$ cat config.mk
export PLATFORM = sky130hd
export DESIGN_NAME = mux8_scan_ctrl_flat
export DESIGN_NICKNAME = d
export VERILOG_FILES = /design/src/rtl/mux8_pkg.sv /design/src/rtl/mux8_scan_ctrl_if.sv /design/src/rtl/mux8_next_ch.sv /design/src/rtl/mux8_scan_ctrl.sv /design/src/flat_wrapper.sv
export SDC_FILE = /design/constraint.sdc
export NUM_CORES = 1
export LEC_CHECK = 0
export CAP_MARGIN = 20
export CORE_MARGIN = 2
export CORE_UTILIZATION = 56
export CTS_CLUSTER_DIAMETER = 50
export DETAILED_ROUTE_END_ITERATION = 8
export DONT_BUFFER_PORTS = 1
export PLACE_DENSITY = 0.74
export SLEW_MARGIN = 20
export SYNTH_ARGS = -nofsm -noshare
export SYNTH_HDL_FRONTEND = slang
export SYNTH_SLANG_ARGS = --single-unit
$ cat constraint.sdc
create_clock -name clk -period 2.1 [get_ports clk]
set_input_delay 0.105 -clock clk [delete_from_list [all_inputs] [get_ports clk]]
set_output_delay 0.105 -clock clk [all_outputs]
set_load 0.01 [all_outputs]
$ cat src/rtl/mux8_pkg.sv
// rtl/mux8_pkg.sv - shared constants and state type for the 8:1 mux scan sequencer
package mux8_pkg;

    localparam int NUM_CH = 8;
    localparam int SEL_W  = 3;

    typedef enum logic [1:0] {
        IDLE   = 2'd0,
        SETTLE = 2'd1,
        SAMPLE = 2'd2,
        HOLD   = 2'd3
    } state_t;

endpackage

$ cat src/rtl/mux8_scan_ctrl_if.sv
// rtl/mux8_scan_ctrl_if.sv - request, mux and snapshot signals of the scan sequencer
interface mux8_scan_if;
    import mux8_pkg::*;

    logic              start;
    logic [NUM_CH-1:0] ch_mask;
    logic [SEL_W-1:0]  sel;
    logic              mux_y;
    logic [NUM_CH-1:0] snap_data;
    logic              snap_valid;
    logic              snap_ready;
    logic              busy;

    // Sequencer side
    modport slave (
        input  start, ch_mask, mux_y, snap_ready,
        output sel, snap_data, snap_valid, busy
    );

    // Requester / consumer / mux side
    modport master (
        output start, ch_mask, mux_y, snap_ready,
        input  sel, snap_data, snap_valid, busy
    );

endinterface

$ cat src/rtl/mux8_next_ch.sv
// rtl/mux8_next_ch.sv - picks the next enabled channel in ascending order
module mux8_next_ch
    import mux8_pkg::*;
(
    input  logic [NUM_CH-1:0] mask,
    input  logic [SEL_W-1:0]  cur,
    input  logic              from_start,
    output logic [SEL_W-1:0]  nxt,
    output logic              found
);

    // Scan from the top down so the lowest qualifying channel wins; when not
    // starting a scan only channels strictly above cur qualify (no wrap).
    always_comb begin
        nxt   = '0;
        found = 1'b0;
        for (int i = NUM_CH - 1; i >= 0; i--) begin
            if (mask[i] && (from_start || (i > int'(cur)))) begin
                nxt   = SEL_W'(i);
                found = 1'b1;
            end
        end
    end

endmodule

$ cat src/rtl/mux8_scan_ctrl.sv
// rtl/mux8_scan_ctrl.sv - steps the 8:1 mux select, settles, samples and emits a snapshot
module mux8_scan_ctrl
    import mux8_pkg::*;
#(
    parameter int SETTLE_CYC = 1,
    parameter int CNT_W      = 4
) (
    input  logic       clk,
    input  logic       rst,
    mux8_scan_if.slave bus
);

    localparam logic [CNT_W-1:0] SETTLE_LOAD = CNT_W'(SETTLE_CYC);
    localparam state_t           AFTER_SEL   = (SETTLE_CYC > 0) ? SETTLE : SAMPLE;

    state_t            state_q;
    logic [SEL_W-1:0]  sel_q;
    logic [NUM_CH-1:0] mask_q;
    logic [NUM_CH-1:0] acc_q;
    logic [NUM_CH-1:0] acc_d;
    logic [CNT_W-1:0]  cnt_q;
    logic [NUM_CH-1:0] snap_data_q;
    logic              snap_valid_q;
    logic              busy_q;

    logic              from_start;
    logic [NUM_CH-1:0] search_mask;
    logic [SEL_W-1:0]  nxt_ch;
    logic              nxt_found;

    // In IDLE the search runs over the incoming mask; during a scan it runs
    // over the latched copy so later ch_mask changes cannot disturb it.
    assign from_start  = (state_q == IDLE);
    assign search_mask = from_start ? bus.ch_mask : mask_q;

    mux8_next_ch u_next_ch (
        .mask       (search_mask),
        .cur        (sel_q),
        .from_start (from_start),
        .nxt        (nxt_ch),
        .found      (nxt_found)
    );

    // Accumulator with the sample currently on mux_y merged into the selected bit
    always_comb begin
        acc_d        = acc_q;
        acc_d[sel_q] = bus.mux_y;
    end

    // Scan sequencer: state, select, settle counter and snapshot registers
    always_ff @(posedge clk or posedge rst) begin
        if (rst) begin
            state_q      <= IDLE;
            sel_q        <= '0;
            mask_q       <= '0;
            acc_q        <= '0;
            cnt_q        <= '0;
            snap_data_q  <= '0;
            snap_valid_q <= 1'b0;
            busy_q       <= 1'b0;
        end else begin
            case (state_q)
                IDLE: begin
                    if (bus.start) begin
                        busy_q <= 1'b1;
                        if (nxt_found) begin
                            mask_q  <= bus.ch_mask;
                            acc_q   <= '0;
                            sel_q   <= nxt_ch;
                            cnt_q   <= SETTLE_LOAD;
                            state_q <= AFTER_SEL;
                        end else begin
                            // Empty mask: deliver an all-zero snapshot straight away
                            snap_data_q  <= '0;
                            snap_valid_q <= 1'b1;
                            state_q      <= HOLD;
                        end
                    end
                end

                SETTLE: begin
                    cnt_q <= cnt_q - CNT_W'(1);
                    if (cnt_q == CNT_W'(1)) begin
                        state_q <= SAMPLE;
                    end
                end

                SAMPLE: begin
                    acc_q <= acc_d;
                    if (nxt_found) begin
                        sel_q   <= nxt_ch;
                        cnt_q   <= SETTLE_LOAD;
                        state_q <= AFTER_SEL;
                    end else begin
                        snap_data_q  <= acc_d;
                        snap_valid_q <= 1'b1;
                        state_q      <= HOLD;
                    end
                end

                HOLD: begin
                    if (bus.snap_ready) begin
                        snap_valid_q <= 1'b0;
                        busy_q       <= 1'b0;
                        state_q      <= IDLE;
                    end
                end

                default: begin
                    state_q <= IDLE;
                end
            endcase
        end
    end

    assign bus.sel        = sel_q;
    assign bus.snap_data  = snap_data_q;
    assign bus.snap_valid = snap_valid_q;
    assign bus.busy       = busy_q;

endmodule

$ cat src/flat_wrapper.sv
// flat-port wrapper written by rule: the top's interface ports become plain ports
module mux8_scan_ctrl_flat import mux8_pkg::*;
#(
    parameter int SETTLE_CYC = 1,
    parameter int CNT_W      = 4
)
  (clk, rst, bus_start, bus_ch_mask, bus_mux_y, bus_snap_ready, bus_sel, bus_snap_data, bus_snap_valid, bus_busy);
  mux8_scan_if bus_i ();
  input  logic clk;
  input  logic rst;
  input wire logic [$bits(bus_i.start)-1:0] bus_start;
  input wire logic [$bits(bus_i.ch_mask)-1:0] bus_ch_mask;
  input wire logic [$bits(bus_i.mux_y)-1:0] bus_mux_y;
  input wire logic [$bits(bus_i.snap_ready)-1:0] bus_snap_ready;
  output wire logic [$bits(bus_i.sel)-1:0] bus_sel;
  output wire logic [$bits(bus_i.snap_data)-1:0] bus_snap_data;
  output wire logic [$bits(bus_i.snap_valid)-1:0] bus_snap_valid;
  output wire logic [$bits(bus_i.busy)-1:0] bus_busy;
  assign bus_i.start = bus_start;
  assign bus_i.ch_mask = bus_ch_mask;
  assign bus_i.mux_y = bus_mux_y;
  assign bus_i.snap_ready = bus_snap_ready;
  assign bus_sel = bus_i.sel;
  assign bus_snap_data = bus_i.snap_data;
  assign bus_snap_valid = bus_i.snap_valid;
  assign bus_busy = bus_i.busy;
  mux8_scan_ctrl #(.SETTLE_CYC(SETTLE_CYC), .CNT_W(CNT_W)) u_core (.clk(clk), .rst(rst), .bus(bus_i));
endmodule
==> metrics.md, run 1 <==
| Metric | Value |
|---|---|
| Largest family of logic cells by synthesized area | compound AO/OA/AOI/OAI gates |
| Final setup violation count | 0 |
| Final core area utilization | 75.2% |
| Half-perimeter wire length of the detailed placement result | 2.98 mm |
| Post-synthesis share of cell area spent on and, or, nand and nor gates | 15.5% |
| Final WL | 4.24 mm |
| Flop and latch count out of synthesis | 34 |
| Adder-cell share of the synthesized area | 1.35% |
| Master cell of the clock root buffer | sky130_fd_sc_hd__clkbuf_4 |
| Crit. End Element | flop |
| Tightest Hold Check Type | primary input to flop |
| Number of endpoints with negative hold slack in the final report | 1 |
| Dominant register cell in the synthesized netlist | sky130_fd_sc_hd__dfrtp_1 |
| Initial standard-cell utilization of the core | 59.8% |
| Parity-gate share of the synthesized area counting xor and xnor cells | 0.472% |
| Post-synthesis to final-layout area growth | 25.8% |
| Antenna cells | 0 |
| Warnings, synthesis | 0 |
| Max transition margin | 72.0% |
| Arr. time, crit path | 2220 ps |
| Crit Path Category | flop to flop |
| Initial antenna violation count | 0 |
| Clock sink count | 34 |
| Initial DRC count | 87 |
| Vias in the first global route | 1532 |
| Clock tree from TritonCTS | done |
| Total instance count after detailed placement | 241 |
| I/O pin cnt | 26 |
| Required time of the worst setup path | 2330 ps |
| Leftover overflow at the end of global routing | 0 |
| Worst-case hold slack | -1.59 ps |
| Maximum fanout count along the critical path | 8 |
| Level count of the clock H-tree | 2 |
| Global-route wire length before repair | 6.97 mm |
| Clock latency on the worst-skew pair | 340 ps |
| Post-route DRC | 0 |
| Pin count of the biggest net entering global routing | 35 |
| Reported leakage power | 1.05 nW |
| Number of nets produced by synthesis | 200 |
| Final slew viol count | 0 |
| WL/cell | 16.2 um |
| Port-buffer cells | 0 |
| Ys async rst share | 100% |
| Count of unique library cells instantiated by Yosys | 41 |
| Kind of start point of the critical path | flop |
| Post-synthesis instance area | 1850 sq um |
| Outcome | finished, violations left |
| Maximum frequency from static timing analysis | 0.502 GHz |
| Unrepaired setup endpoints after global routing | false |
| Residual antenna-violating net count after detailed routing | 0 |
| Die outline width | 61.5 um |
| Post-synthesis area per instance | 10.0 sq um |
| Post-Synthesis Cells | 185 |
| Post-layout min period | 1990 ps |
| Number of iterations in the first detailed-routing pass | 4 |
| Worst slew pin tran | 420 ps |
| Minimum setup slack after placement | 23.7 ps |
| Compound-cell area share of the yosys netlist | 20.7% |
| Fraction of layout cells with a size suffix above 1 | 31.8% |
| Worst voltage drop across the vdd grid | 0.720 mV |
| Count of non-filler cells in the finished layout | 261 |
| Final Power | 3.72 mW |
| Number of nets in the layout | 231 |
| Die span in y | 61.5 um |
| CTS clock-pin slew for the worst setup and hold paths | 110 ps |
| Final worst setup slack | 109 ps |
| Number of max-cap violations | 0 |
| Setup clock skew after layout | 12.2 ps |
| Via count | 1538 |
| Mux share of post-synthesis cell area | 12.3% |
| Post-route fraction of the period consumed by the critical path | 94.8% |
| Bufs on Longest Clock Path | 2 |
| Part of the Yosys area used for sequential elements | 45.9% |
| Area enclosed by the die boundary | 3790 sq um |
| CTS buffer count | 5 |
| PD cells | 1600 nW/um^2 |
| Number of flops mapped to enable cells by yosys | 0 |
| RD Place Congestion | 0.953 |
| Core Area | 3100 sq um |
| Violated checks | negative hold slack |
| Vias per cell | 5.89 |
| Global Route Usage Sum | 25.2% |
| Cell Rows | 20 |
-- final timing paths --
| path | slack, ps | depth (start not counted) | from | to |
|---|---|---|---|---|
| max in group asynchronous | 1490 | 3 | rst | u_core.bus.sel[2] |
| worst min register to register | 490 | 1 | u_core.acc_q[6] | u_core.acc_q[6] |
| worst min-delay path | -2 | 2 | bus_snap_ready | u_core.state_q[0] |
| min in group asynchronous | 280 | 3 | rst | u_core.cnt_q[2] |
| worst max register to register | 110 | 6 | u_core.state_q[1] | u_core.bus.snap_data[1] |
| worst max-delay path | 110 | 6 | u_core.state_q[1] | u_core.bus.snap_data[1] |
-- critical path: stages (launching register included) --
cell,delay (ps)
sky130_fd_sc_hd__dfrtp_1,430
sky130_fd_sc_hd__or2_4,330
sky130_fd_sc_hd__nor4_4,230
sky130_fd_sc_hd__o21ai_4,120
sky130_fd_sc_hd__nor4_4,210
sky130_fd_sc_hd__buf_4,210
sky130_fd_sc_hd__mux2_2,340
-- synthesized netlist by cell type, types with 2 or more instances --
cell | number | area [sq um]
sky130_fd_sc_hd__nor3b_1 | 4 | 30.0
sky130_fd_sc_hd__clkbuf_1 | 4 | 15.0
sky130_fd_sc_hd__a21oi_1 | 14 | 70.1
sky130_fd_sc_hd__a31o_2 | 3 | 26.3
sky130_fd_sc_hd__nor3_1 | 8 | 40.0
sky130_fd_sc_hd__nand3_1 | 4 | 20.0
sky130_fd_sc_hd__nand3b_1 | 2 | 15.0
sky130_fd_sc_hd__inv_1 | 5 | 18.8
sky130_fd_sc_hd__o21ai_0 | 7 | 35.0
sky130_fd_sc_hd__o211ai_2 | 2 | 25.0
sky130_fd_sc_hd__nor2_1 | 19 | 71.3
sky130_fd_sc_hd__a221oi_1 | 3 | 26.3
sky130_fd_sc_hd__mux2i_1 | 6 | 60.1
sky130_fd_sc_hd__buf_6 | 2 | 22.5
sky130_fd_sc_hd__nand2_1 | 14 | 52.6
sky130_fd_sc_hd__a21o_1 | 8 | 60.1
sky130_fd_sc_hd__a2bb2oi_1 | 2 | 17.5
sky130_fd_sc_hd__dfrtp_1 | 34 | 851
sky130_fd_sc_hd__buf_1 | 2 | 7.51
sky130_fd_sc_hd__nor4_1 | 2 | 12.5
sky130_fd_sc_hd__o22ai_1 | 2 | 12.5
sky130_fd_sc_hd__ha_1 | 2 | 25.0
sky130_fd_sc_hd__a31oi_1 | 3 | 18.8
sky130_fd_sc_hd__or2_2 | 2 | 12.5
sky130_fd_sc_hd__mux2_2 | 15 | 169
-- placed cells by master, fill, tap and decap left out, types with 4 or more instances in the layout --
| cell type | instances |
|---|---|
| sky130_fd_sc_hd__dlygate4sd3_1 | 10 |
| sky130_fd_sc_hd__mux2i_1 | 6 |
| sky130_fd_sc_hd__a21o_1 | 8 |
| sky130_fd_sc_hd__o21ai_0 | 7 |
| sky130_fd_sc_hd__nor3_1 | 7 |
| sky130_fd_sc_hd__inv_1 | 5 |
| sky130_fd_sc_hd__nor2_1 | 18 |
| sky130_fd_sc_hd__mux2_2 | 15 |
| sky130_fd_sc_hd__a21oi_1 | 14 |
| sky130_fd_sc_hd__clkbuf_4 | 5 |
| sky130_fd_sc_hd__buf_4 | 22 |
| sky130_fd_sc_hd__nand3_1 | 4 |
| sky130_fd_sc_hd__dfrtp_1 | 31 |
| sky130_fd_sc_hd__nand2_1 | 14 |
-- power by group --
| part | leakage, nW | switching, mW | total, mW | internal, mW |
|---|---|---|---|---|
| sequential | 0.433 | 0.308 | 1.24 | 0.929 |
| combinational | 0.577 | 1.02 | 2.00 | 0.980 |
| clock | 0.0374 | 0.233 | 0.482 | 0.250 |
-- repair_timing --
action / 4_1_cts / 5_1_grt
setup endpoints to repair: 0 / 25
gates resized for setup: 0 / 8
setup buffers: 0 / 2
hold buffers: 10 / 0
hold endpoints to repair: 43 / 0
-- routing by layer --
layer  track usage [%]  vias to the layer above  share of wire (%)
met5                 0                        -                  0
met4              7.90                        0                1.0
met3              7.77                        5                6.9
met2              42.1                       63                 49
met1              31.1                      726                 43
li1                  -                      744                  -
-- registers in the layout, summed over array words and instances (netlist names) --
name                   cells
u_core.cnt_q               4
u_core.state_q             2
u_core.bus.busy            1
u_core.acc_q               8
u_core.bus.sel             3
u_core.bus.snap_valid      1
u_core.bus.snap_data       8
u_core.mask_q              7
-- metrics by stage --
stage	setup TNS (ps)	area [sq um]	hold slack, ps
floorplan	-39.0	1940	247
global placement	0	2110	111
detailed placement	0	2110	122
CTS	0	2290	2.02
global route	0	2330	2.02
finish	0	2330	-1.59
-- cell families after synthesis --
group	Yosys count
AND/OR/NAND/NOR	58
buffers and inverters	14
flip-flops	34
adder cells (fa/ha/maj)	2
XOR/XNOR	1
AO/OA/AOI/OAI	55
multiplexers	21
-- layout make-up --
class                      instances  area [sq um]
multi-input combinational        137          1040
clock buffer                       5          37.5
clock inverter                     3          45.0
timing repair buffer              33           285
inverter                           5          18.8
tap                               44          55.1
fill                             233           769
sequential                        34           855
No activity file was read; power rests on OpenSTA's default activity.
==> run 2, diff against run 1 <==
--- a/config.mk
+++ b/config.mk
@@ -12,6 +12,7 @@
 export DETAILED_ROUTE_END_ITERATION = 8
 export DONT_BUFFER_PORTS = 1
 export PLACE_DENSITY = 0.74
+export SKIP_CTS_REPAIR_TIMING = 1
 export SLEW_MARGIN = 20
 export SYNTH_ARGS = -nofsm -noshare
 export SYNTH_HDL_FRONTEND = slang
==> constraint.sdc (replaced) <==
create_clock -name clk -period 1.6 [get_ports clk]
set_input_delay 0.08 -clock clk [delete_from_list [all_inputs] [get_ports clk]]
set_output_delay 0.08 -clock clk [all_outputs]
set_load 0.01 [all_outputs]
==> metrics.md, run 2 (same netlist as run 1, synthesis figures left out) <==
| Metric | Value |
|---|---|
| WL/cell | 22.2 um |
| Global Route Usage Sum | 26.0% |
| Number of iterations in the first detailed-routing pass | 5 |
| Crit Path Category | flop to flop |
| Slowest cell on crit path | sky130_fd_sc_hd__dfrtp_1 |
| RD Place Congestion | 0.925 |
| Most frequent CP cell | sky130_fd_sc_hd__buf_6 |
| Required time of the worst setup path | 1830 ps |
| Arr. time, crit path | 2360 ps |
| Violated checks | negative setup slack |
| Via count | 1947 |
| Global-route wire length before repair | 7.18 mm |
| Pin count of the biggest net entering global routing | 35 |
| Area enclosed by the die boundary | 3790 sq um |
| CTS clock-pin slew for the worst setup and hold paths | 110 ps |
| Vias in the first global route | 1555 |
| Post-route fraction of the period consumed by the critical path | 133% |
| Port-buffer cells | 0 |
| Sequential Power Share | 26.7% |
| Leftover overflow at the end of global routing | 0 |
| Initial DRC count | 279 |
| Longest individual stage delay on the worst path | 410 ps |
| Switch share | 44.7% |
| Bufs on Longest Clock Path | 2 |
| Minimum setup slack after placement | -510 ps |
| Logic gate share of total power | 64.6% |
| Leading cell types in the layout, fill and taps excluded | 46 x sky130_fd_sc_hd__buf_4, 33 x sky130_fd_sc_hd__dfrtp_1, 16 x sky130_fd_sc_hd__nor2_1 |
| Post-route DRC | 0 |
| Cells along the critical path | or2_4 -> buf_6 -> a31oi_4 -> o211ai_4 -> nor4_4 -> buf_6 -> mux2_4 |
| Fraction of layout cells with a size suffix above 1 | 43.5% |
| Final slew viol count | 0 |
| Crit. End Element | flop |
| Reported leakage power | 1.25 nW |
| Number of nets in the layout | 260 |
| Psw | 2.70 mW |
| Initial antenna violation count | 0 |
| Post-layout min period | 2120 ps |
| Outcome | finished, violations left |
| Cell Rows | 20 |
| I/O pin cnt | 26 |
| Maximum fanout count along the critical path | 8 |
| Worst slew pin tran | 679 ps |
| Final worst setup slack | -521 ps |
| Level count of the clock H-tree | 2 |
| Final WL | 6.43 mm |
| Unrepaired setup endpoints after global routing | true |
| Number of max-cap violations | 0 |
| Startpoint of the most critical setup path | u_core.state_q[0] |
| Die span in y | 61.5 um |
| Hold path start | bus_mux_y |
| PD cells | 2250 nW/um^2 |
| Half-perimeter wire length of the detailed placement result | 3.31 mm |
| Master cell of the clock root buffer | sky130_fd_sc_hd__clkbuf_4 |
| Clock tree from TritonCTS | done |
| Worst voltage drop across the vdd grid | 1.25 mV |
| Part of the total power dissipated in the clock network | 8.7% |
| Leading cell type in the layout, fill and taps excluded | sky130_fd_sc_hd__buf_4 |
| Clock latency on the worst-skew pair | 360 ps |
| Final Power | 6.04 mW |
| Residual antenna-violating net count after detailed routing | 0 |
| Initial standard-cell utilization of the core | 59.8% |
| Kind of start point of the critical path | flop |
| Number of endpoints with negative hold slack in the final report | 0 |
| Setup clock skew after layout | 18.4 ps |
| Post-synthesis to final-layout area growth | 44.8% |
| Internal power component | 3.34 mW |
| Final setup violation count | 32 |
| Antenna cells | 0 |
| Tightest Hold Check Type | primary input to flop |
| Maximum frequency from static timing analysis | 0.471 GHz |
| Core Area | 3100 sq um |
| CTS buffer count | 5 |
| Clock sink count | 34 |
| Max transition margin | 54.6% |
| Vias per cell | 6.71 |
| Reg2reg start | u_core.state_q[0] |
| Die outline width | 61.5 um |
-- run 2: cell count changes in the layout (fill, tap and decap cells not counted), sizes merged --
cell | previous run | this run
bufinv | 1 | 0
buf | 23 | 52
clkinvlp | 2 | 0
clkbuf | 5 | 7
clkinv | 0 | 1
-- run 2: cell type report --
class | count | area, sq um
tap | 44 | 55.1
inverter | 5 | 18.8
timing repair buffer | 62 | 513
clock buffer | 7 | 55.1
multi-input combinational | 137 | 1190
sequential | 34 | 852
clock inverter | 1 | 5.00
fill | 163 | 418
-- run 2: path summary, 6_finish.rpt --
path / to / slack, ps / cells after the start
setup / recovery: u_core.bus.snap_data[0] / -520 / 7
hold / removal: u_core.acc_q[7] / 30 / 3
setup reg to reg: u_core.bus.snap_data[0] / -520 / 7
hold reg to reg: u_core.acc_q[6] / 490 / 1
max in group asynchronous: u_core.bus.sel[0] / 1020 / 3
min in group asynchronous: u_core.bus.sel[1] / 250 / 3
-- run 2: critical path, delay by kind of cell, from the launching register on --
kind	cells	cell delay [ps]
buffers and inverters	2	340
DFF	1	410
muxes	1	310
AOI/OAI and AO/OA	2	370
and+or+nand+nor	2	550
-- run 2: power groups by stage --
stage | logic (mW) | registers [mW] | clock network, mW
floorplan | 1.87 | 1.50 | 0
global route | 4.07 | 1.64 | 0.544
detailed placement | 2.90 | 1.57 | 0
global placement | 2.80 | 1.55 | 0
CTS | 2.93 | 1.56 | 0.512
finish | 3.90 | 1.61 | 0.527
-- run 2: through the flow --
stage	util (%)	setup TNS, ps	hold slack (ps)	cells	area (sq um)
after global routing	86.5	-16880	66.6	290	2690
after detailed placement	73.4	-12890	91.8	263	2280
after CTS	75.3	-13590	-287	271	2340
final	86.5	-13710	32.0	290	2690
after global placement	73.4	-11300	82.3	263	2280
after floorplan	-	-9380	222	185	1950
-- run 2: layer usage --
metal | up-vias | part of all wire (%) | global-route usage, %
li1 | 801 | - | -
met2 | 161 | 48 | 40.8
met3 | 45 | 8.7 | 5.88
met5 | - | 0 | 0
met4 | 0 | 5.8 | 12.8
met1 | 940 | 38 | 33.9
